--- config.mk ---
export PLATFORM = sky130hd
export DESIGN_NAME = ysyx_23060187_regfile_sb
export DESIGN_NICKNAME = d
export VERILOG_FILES = /design/src/rtl/ysyx_23060187_regfile_sb.sv
export SDC_FILE = /design/constraint.sdc
export NUM_CORES = 2
export LEC_CHECK = 0
export ABC_AREA = 0
export ABC_CLOCK_PERIOD_IN_PS = 4500
export BUFFER_PORTS_ARGS = -buffer_cell sky130_fd_sc_hd__clkbuf_2
export CORE_MARGIN = 2
export CORE_UTILIZATION = 38
export DETAILED_ROUTE_END_ITERATION = 7
export HOLD_SLACK_MARGIN = 0.15
export RECOVER_POWER = 25
export SLEW_MARGIN = 10
export SYNTH_ARGS = -nofsm -noshare
export SYNTH_HDL_FRONTEND = slang
export SYNTH_SLANG_ARGS = --single-unit
export TNS_END_PERCENT = 30
--- constraint.sdc ---
create_clock -name clk -period 4.5 [get_ports clk]
set_input_delay 0.45 -clock clk [delete_from_list [all_inputs] [get_ports clk]]
set_output_delay 0.45 -clock clk [all_outputs]
set_load 0.03 [all_outputs]
--- src/rtl/ysyx_23060187_regfile_sb.sv ---
// ysyx_23060187_regfile_sb: register file with per-register pending-write
// scoreboard for the pipelined NPC core. x0 reads as zero and ignores writes.
// Optional macro YSYX_23060187_RF_BYPASS_EN enables same-cycle write-through
// forwarding on the read ports (the debug port is never forwarded).
module ysyx_23060187_regfile_sb #(
    parameter int unsigned ADDR_WIDTH = 5,
    parameter int unsigned DATA_WIDTH = 32,
    parameter int unsigned NREAD      = 2,
    parameter int unsigned PEND_WIDTH = 2
) (
    input  logic                        clk,
    input  logic                        rst_n,
    input  logic                        issue_valid,
    input  logic [ADDR_WIDTH-1:0]       issue_rd,
    output logic                        issue_ready,
    input  logic                        wen,
    input  logic [ADDR_WIDTH-1:0]       waddr,
    input  logic [DATA_WIDTH-1:0]       wdata,
    input  logic [NREAD*ADDR_WIDTH-1:0] raddr,
    output logic [NREAD*DATA_WIDTH-1:0] rdata,
    output logic [NREAD-1:0]            rbusy,
    input  logic [ADDR_WIDTH-1:0]       dbg_addr,
    output logic [DATA_WIDTH-1:0]       dbg_data,
    output logic                        err_underflow
);

    localparam int unsigned DEPTH = 1 << ADDR_WIDTH;

    logic [DATA_WIDTH-1:0] rf   [DEPTH];
    logic [PEND_WIDTH-1:0] pend [DEPTH];
    logic                  err;

    logic             issue_acc;
    logic             wb_valid;
    logic             underflow;
    logic [DEPTH-1:0] inc_vec;
    logic [DEPTH-1:0] dec_vec;

    // Issue stalls only when the destination counter is saturated; wen is
    // deliberately not considered so decode sees no path through writeback.
    assign issue_ready   = !((issue_rd != '0) && (pend[issue_rd] == '1));
    assign issue_acc     = issue_valid && issue_ready;
    assign wb_valid      = wen && (waddr != '0);
    assign underflow     = wb_valid && (pend[waddr] == '0);
    assign err_underflow = err;
    assign dbg_data      = (dbg_addr == '0) ? '0 : rf[dbg_addr];

    // One-hot increment/decrement requests per register (x0 excluded).
    always_comb begin
        inc_vec = '0;
        dec_vec = '0;
        if (issue_acc && (issue_rd != '0)) inc_vec[issue_rd] = 1'b1;
        if (wb_valid)                      dec_vec[waddr]    = 1'b1;
    end

    // Architectural data, pending counters and sticky underflow flag.
    always_ff @(posedge clk or negedge rst_n) begin
        if (!rst_n) begin
            for (int unsigned i = 0; i < DEPTH; i++) begin
                rf[i]   <= '0;
                pend[i] <= '0;
            end
            err <= 1'b0;
        end else begin
            if (wb_valid) rf[waddr] <= wdata;
            if (underflow) err <= 1'b1;
            for (int unsigned r = 1; r < DEPTH; r++) begin
                case ({inc_vec[r], dec_vec[r]})
                    2'b10: pend[r] <= pend[r] + PEND_WIDTH'(1);
                    2'b01: if (pend[r] != '0) pend[r] <= pend[r] - PEND_WIDTH'(1);
                    default: ;
                endcase
            end
        end
    end

    // Combinational read ports with optional write-through forwarding.
    always_comb begin : read_ports
        logic [ADDR_WIDTH-1:0] ra;
        ra    = '0;
        rdata = '0;
        rbusy = '0;
        for (int unsigned k = 0; k < NREAD; k++) begin
            ra = raddr[k*ADDR_WIDTH +: ADDR_WIDTH];
            if (ra != '0) begin
                rdata[k*DATA_WIDTH +: DATA_WIDTH] = rf[ra];
                rbusy[k] = (pend[ra] != '0);
`ifdef YSYX_23060187_RF_BYPASS_EN
                if (wen && (waddr == ra)) begin
                    rdata[k*DATA_WIDTH +: DATA_WIDTH] = wdata;
                    // The last outstanding write completes now unless a new
                    // producer to the same register is being issued alongside.
                    if ((pend[ra] == PEND_WIDTH'(1)) && !(issue_acc && (issue_rd == ra)))
                        rbusy[k] = 1'b0;
                end
`endif
            end
        end
    end

endmodule

Yosys cells after proc, flatten, opt, wreduce, memory -nomap -nowiden
Cells that the tools add are included.
{"block": "op_classes", "n_eq_ne": 94, "n_reduce_logical": 110, "magnitude_cmp": 10, "addsub": 62, "n_bitwise": 5, "n_mux": 97}
{"operator": "$bwmux 1024", "n": 1}
{"operator": "$bmux 32 s5", "n": 3}
{"operator": "$mux 32", "n": 12}
{"operator": "$demux 32 s5", "n": 1}
{"operator": "$reduce_bool 2->1", "n": 64}
{"operator": "$pmux 2 s2", "n": 31}
{"operator": "$mux 2", "n": 39}
{"operator": "$eq 2x2->1 const B", "n": 32}
{"operator": "$add 2x1->2 const B", "n": 31}
{"operator": "$eq 2x1->1 const B", "n": 31}
{"operator": "$ne 2x2->1 const B", "n": 31}
{"operator": "$reduce_and 2->1", "n": 31}
{"operator": "$sub 2x1->2 const B", "n": 31}
{"operator": "$bmux 2 s5", "n": 4}
{"operator": "$ge 6x6->1 const B", "n": 5}
{"operator": "$not 5->6", "n": 5}
{"operator": "$reduce_bool 5->1", "n": 4}
{"operator": "$lt 5x6->1 const B", "n": 2}
{"operator": "$demux 1 s5", "n": 2}
{"operator": "$ge 5x1->1 const B", "n": 2}
{"operator": "$logic_and 1x1->1", "n": 8}
{"operator": "$lt 6x1->1 const B", "n": 1}
{"operator": "$logic_not 5->1", "n": 1}
{"operator": "$mux 1", "n": 4}
{"operator": "2 further kinds", "n": 2}
{"block": "totals", "in_bits": 61, "reg_bits": 1087, "output_inout_bits": 100, "elab_cells": 442}

Depth between registers and ports, before layout
{"block": "depth", "word_depth": 13, "ltp_mapped": 13, "mapped_depth_nobuf": 9}

Worst setup path before layout
Ideal clock, no wire load.
{"block": "synth_timing", "kind": "input to output", "startpoint": "input raddr[0]", "endpoint": "output rbusy[0]", "slack_ns": 1.065, "n_path_buf": 3, "t_required_ns": 4.050, "cell_stages": 6, "arrival_ns": 2.985, "path_cell_list": "clkbuf_1 -> buf_1 -> clkbuf_1 -> mux4_2 -> mux4_2 -> a21oi_1"}
{"block": "synth_between", "elab_chain_len": 6, "word_cells_on_any_way": 7, "classes_between": "mux (4); bitwise (1); reduce/logical (2)"}
{"item": "start, declared", "line_no": "19", "text": "input logic [NREAD*ADDR_WIDTH-1:0] raddr,"}
{"item": "$not 5->6 (not written as such)", "line_no": "87", "text": "rbusy[k] = (pend[ra] != '0);"}
{"item": "$bmux 2 s5", "line_no": "87"}
{"item": "$mux 2 (not written as such) (2 in a row)", "line_no": "87"}
{"item": "$reduce_bool 2->1", "line_no": "87"}
{"item": "$mux 1 (*)", "line_no": "85", "text": "if (ra != '0) begin"}
{"item": "end, declared", "line_no": "21", "text": "output logic [NREAD-1:0] rbusy,"}
Mark *: on every way between the ends. The rest lies on a longest branch, timed or not. The select of a mux whose other input is x is not followed.

Final worst setup path
{"block": "layout_timing", "startpoint": "input dbg_addr[0]", "endpoint": "output dbg_data[12]"}
{"block": "layout_between", "elab_chain_len": 5, "word_cells_on_any_way": 6, "classes_between": "mux (4); bitwise (1); reduce/logical (1)"}
{"item": "start, declared", "line_no": "22", "text": "input logic [ADDR_WIDTH-1:0] dbg_addr,"}
{"item": "$not 5->6 (not written as such)", "line_no": "46", "text": "assign dbg_data = (dbg_addr == '0) ? '0 : rf[dbg_addr];"}
{"item": "$bmux 32 s5", "line_no": "46"}
{"item": "$mux 32 (not written as such) (2 in a row)", "line_no": "46"}
{"item": "$mux 32 (*)", "line_no": "46"}
{"item": "end, declared", "line_no": "23", "text": "output logic [DATA_WIDTH-1:0] dbg_data,"}
Marked as above.

==> flow_metrics.env <==
export IMPL_status="finished with violations"
export IMPL_violations="capacitance limit, slew limit"
export IMPL_postRouteWirelength_um=239400
export IMPL_tightest_slew_ns=2.874
export IMPL_synth_ff_type="dfrtp_1"
export IMPL_numPortBuffers=160
export IMPL_hp_class="input pin to asynchronous set/reset pin"
export IMPL_fin_crit_ns=3.943
export IMPL_nNetsFinal=5098
export IMPL_grt_pass1_vias=48404
export IMPL_drtIter0Drc=5425
export IMPL_grt_pass1_wl_um=347900
export IMPL_synth_seq_cells=1087
export IMPL_place_gp_congestion=0.8725
export IMPL_crit_type="input pin to primary output"
export IMPL_cts_setup_buffers=0
export IMPL_dpl_worst_slack_ns=0.5159
export IMPL_cts_tree="done"
export IMPL_postLayoutCellArea_mm2=0.07574
export IMPL_netlist_area_mm2=0.06710
export IMPL_cp_required_ns=4.05
export IMPL_rsz0062_at_grt="false"
export IMPL_final_cell_mix="nand2_1, dfrtp_1, mux4_2"
export IMPL_overflow=0
export IMPL_clkSinkCount=1087
export IMPL_synth_edf_count=0
export IMPL_antenna_found_initial=14
export IMPL_grt_use_total=0.2654
export IMPL_slew_viol_final=279
export IMPL_ctsHtreeMaxLevel=3
export IMPL_relSlewSlack=-0.9157
export IMPL_ys_seq_area_frac=0.4054
export IMPL_row_count=154
export IMPL_power_mw=32.48
export IMPL_antenna_left=0
export IMPL_cts_buffers=115
export IMPL_dr_pass1_iters=5
export IMPL_synthCells=5084
export IMPL_hpwl_um=143800
export IMPL_cp_start_kind="input pin"
export IMPL_fp_dieArea_mm2=0.1800
export IMPL_powerDensity_mw_per_mm2=428.9
export IMPL_peakVddDrop_v=0.0003003
export IMPL_ys_async_sr_fraction=1.000
export IMPL_synth_top_area_frac=0.4054
export IMPL_clk_pin_slew_ns=0.06
export IMPL_drc=0
export IMPL_end_kind="primary output"
export IMPL_num_vias=47755
export IMPL_syn_num_nets=5145
export IMPL_skew_ns=0.03357
export IMPL_core_mm2=0.1757
export IMPL_dieHeight_um=424.2
export IMPL_p_leak_nw=32.99
export IMPL_clkLatencyLatePin_ns=0.75
export IMPL_grt_max_degree=127
export IMPL_finalSetupViolCount=0
export IMPL_wire_per_inst_um=31.99
export IMPL_fmax_mhz=253.6
export IMPL_final_common_cell="nand2_1"
export IMPL_cts_path_max_buffers=3
export IMPL_layout_drive_gt1_share=0.4329
export IMPL_initial_core_util=0.3819
export IMPL_ys_warnings_count=2
export IMPL_finalSetupTns_ns=0
export IMPL_syn_to_final_growth_pct=12.86
export IMPL_die_w_um=424.2
export IMPL_ys_types=50
export IMPL_arrival_ns=3.49
export IMPL_final_period_utilization=0.8762
export IMPL_synth_area_leaders="dfrtp_1, mux4_2, mux2_2"
export IMPL_vias_per_cell=6.381
export IMPL_drv_cap=5
export IMPL_cp_max_fo=63
export IMPL_cts_root_buf="clkbuf_16"
export IMPL_postPlaceCellArea_mm2=0.07164
export IMPL_synth_area_per_cell_um2=13.20
export IMPL_io_pins=161
export IMPL_setup_ws_ns=0.5569
export IMPL_hold_viol=0
export IMPL_yosysTopAreaCell="dfrtp_1"
## cells in the mapped netlist (all sizes together), types with 3 or more instances
cell    number
a211oi      11
a21boi      15
a21o         5
a21oi       39
a22oi       10
a31oi        6
and3         3
buf        121
clkbuf     423
dfrtp     1087
inv         24
mux2       614
mux2i      145
mux4       984
nand2     1186
nand2b       8
nand3       17
nand3b       3
nor2       211
nor2b        6
nor3        22
nor3b        5
o21ai       15
o22a        28
o22ai        6
o32ai        4
or2          4
or3         32
or4          3
xnor2       26
## critical path: stages
cell and delay, ns:
buf_8 0.59, buf_4 0.37, mux4_2 0.54, mux4_2 0.48, mux2i_1 0.57, nor2_1 0.15
clkbuf_2 0.23
## logic make-up (layout without fill, tap and decap cells)
group,Yosys count,in the layout,share of synthesized area
xor gates and xnor gates,26,26,0.003394
and+or+nand+nor,1506,1506,0.08857
AOI/OAI and AO/OA,152,152,0.01557
muxes,1743,1743,0.4549
DFF,1087,1087,0.4054
buffers and inverters,570,619,0.03218
other,0,11,0
## per-stage QoR
stage / cells / hold WS, ns / utilization
final: 7484 / 0.2750 / 0.4310
after global routing: 7482 / 0.3025 / 0.4310
after CTS: 7473 / 0.2284 / 0.4314
after detailed placement: 7258 / 0.4027 / 0.4077
after global placement: 7258 / 0.3939 / 0.4077
after floorplan: 5084 / 0.1544 / -
## state kept, by name, indices dropped and copies added, names as in the netlist
signal and count:
err_underflow 1, rf 1024, pend 62
## power breakdown
group          switching [mW]  leakage [nW]  internal (mW)
clock                    4.29          2.04           6.25
sequential               1.81          14.0           11.6
combinational            3.88          16.9           4.69
total                    9.99          33.0           22.5
## per-layer routing
metal	global-route usage	routed length, um
met5	0	40
met4	0.1636	16250
met3	0.04864	19790
met2	0.4209	114100
met1	0.3391	89290
## area by class of cell
| class | count | area [um2] |
|---|---|---|
| clock inverters | 55 | 813.3 |
| diodes | 11 | 27.53 |
| well taps | 2340 | 2928 |
| inverters | 26 | 97.59 |
| flip-flops and latches | 1087 | 27200 |
| repair buffers | 380 | 3299 |
| multi-input cells | 3427 | 38040 |
| fillers | 15859 | 99990 |
| clock buffers | 158 | 3331 |
## worst paths after layout
kind,startpoint,endpoint,slack [ns],cells after the start
max in group asynchronous,rst_n,rf[109],0.89,4
min in group clk,wdata[22],rf[470],0.28,3
setup reg to reg,pend[7],pend[40],1.48,9
hold reg to reg,rf[1020],rf[1020],0.41,0
setup / recovery,dbg_addr[0],dbg_data[12],0.56,7
hold / removal,rst_n,pend[18],0.27,2
## what timing repair did
action	4_1_cts	5_1_grt
hold buffers	2	0
endpoints found under the setup margin	0	0
gates resized for setup	0	0
endpoints found under the hold margin	101	0
No activity file was read; power rests on OpenSTA's default activity.
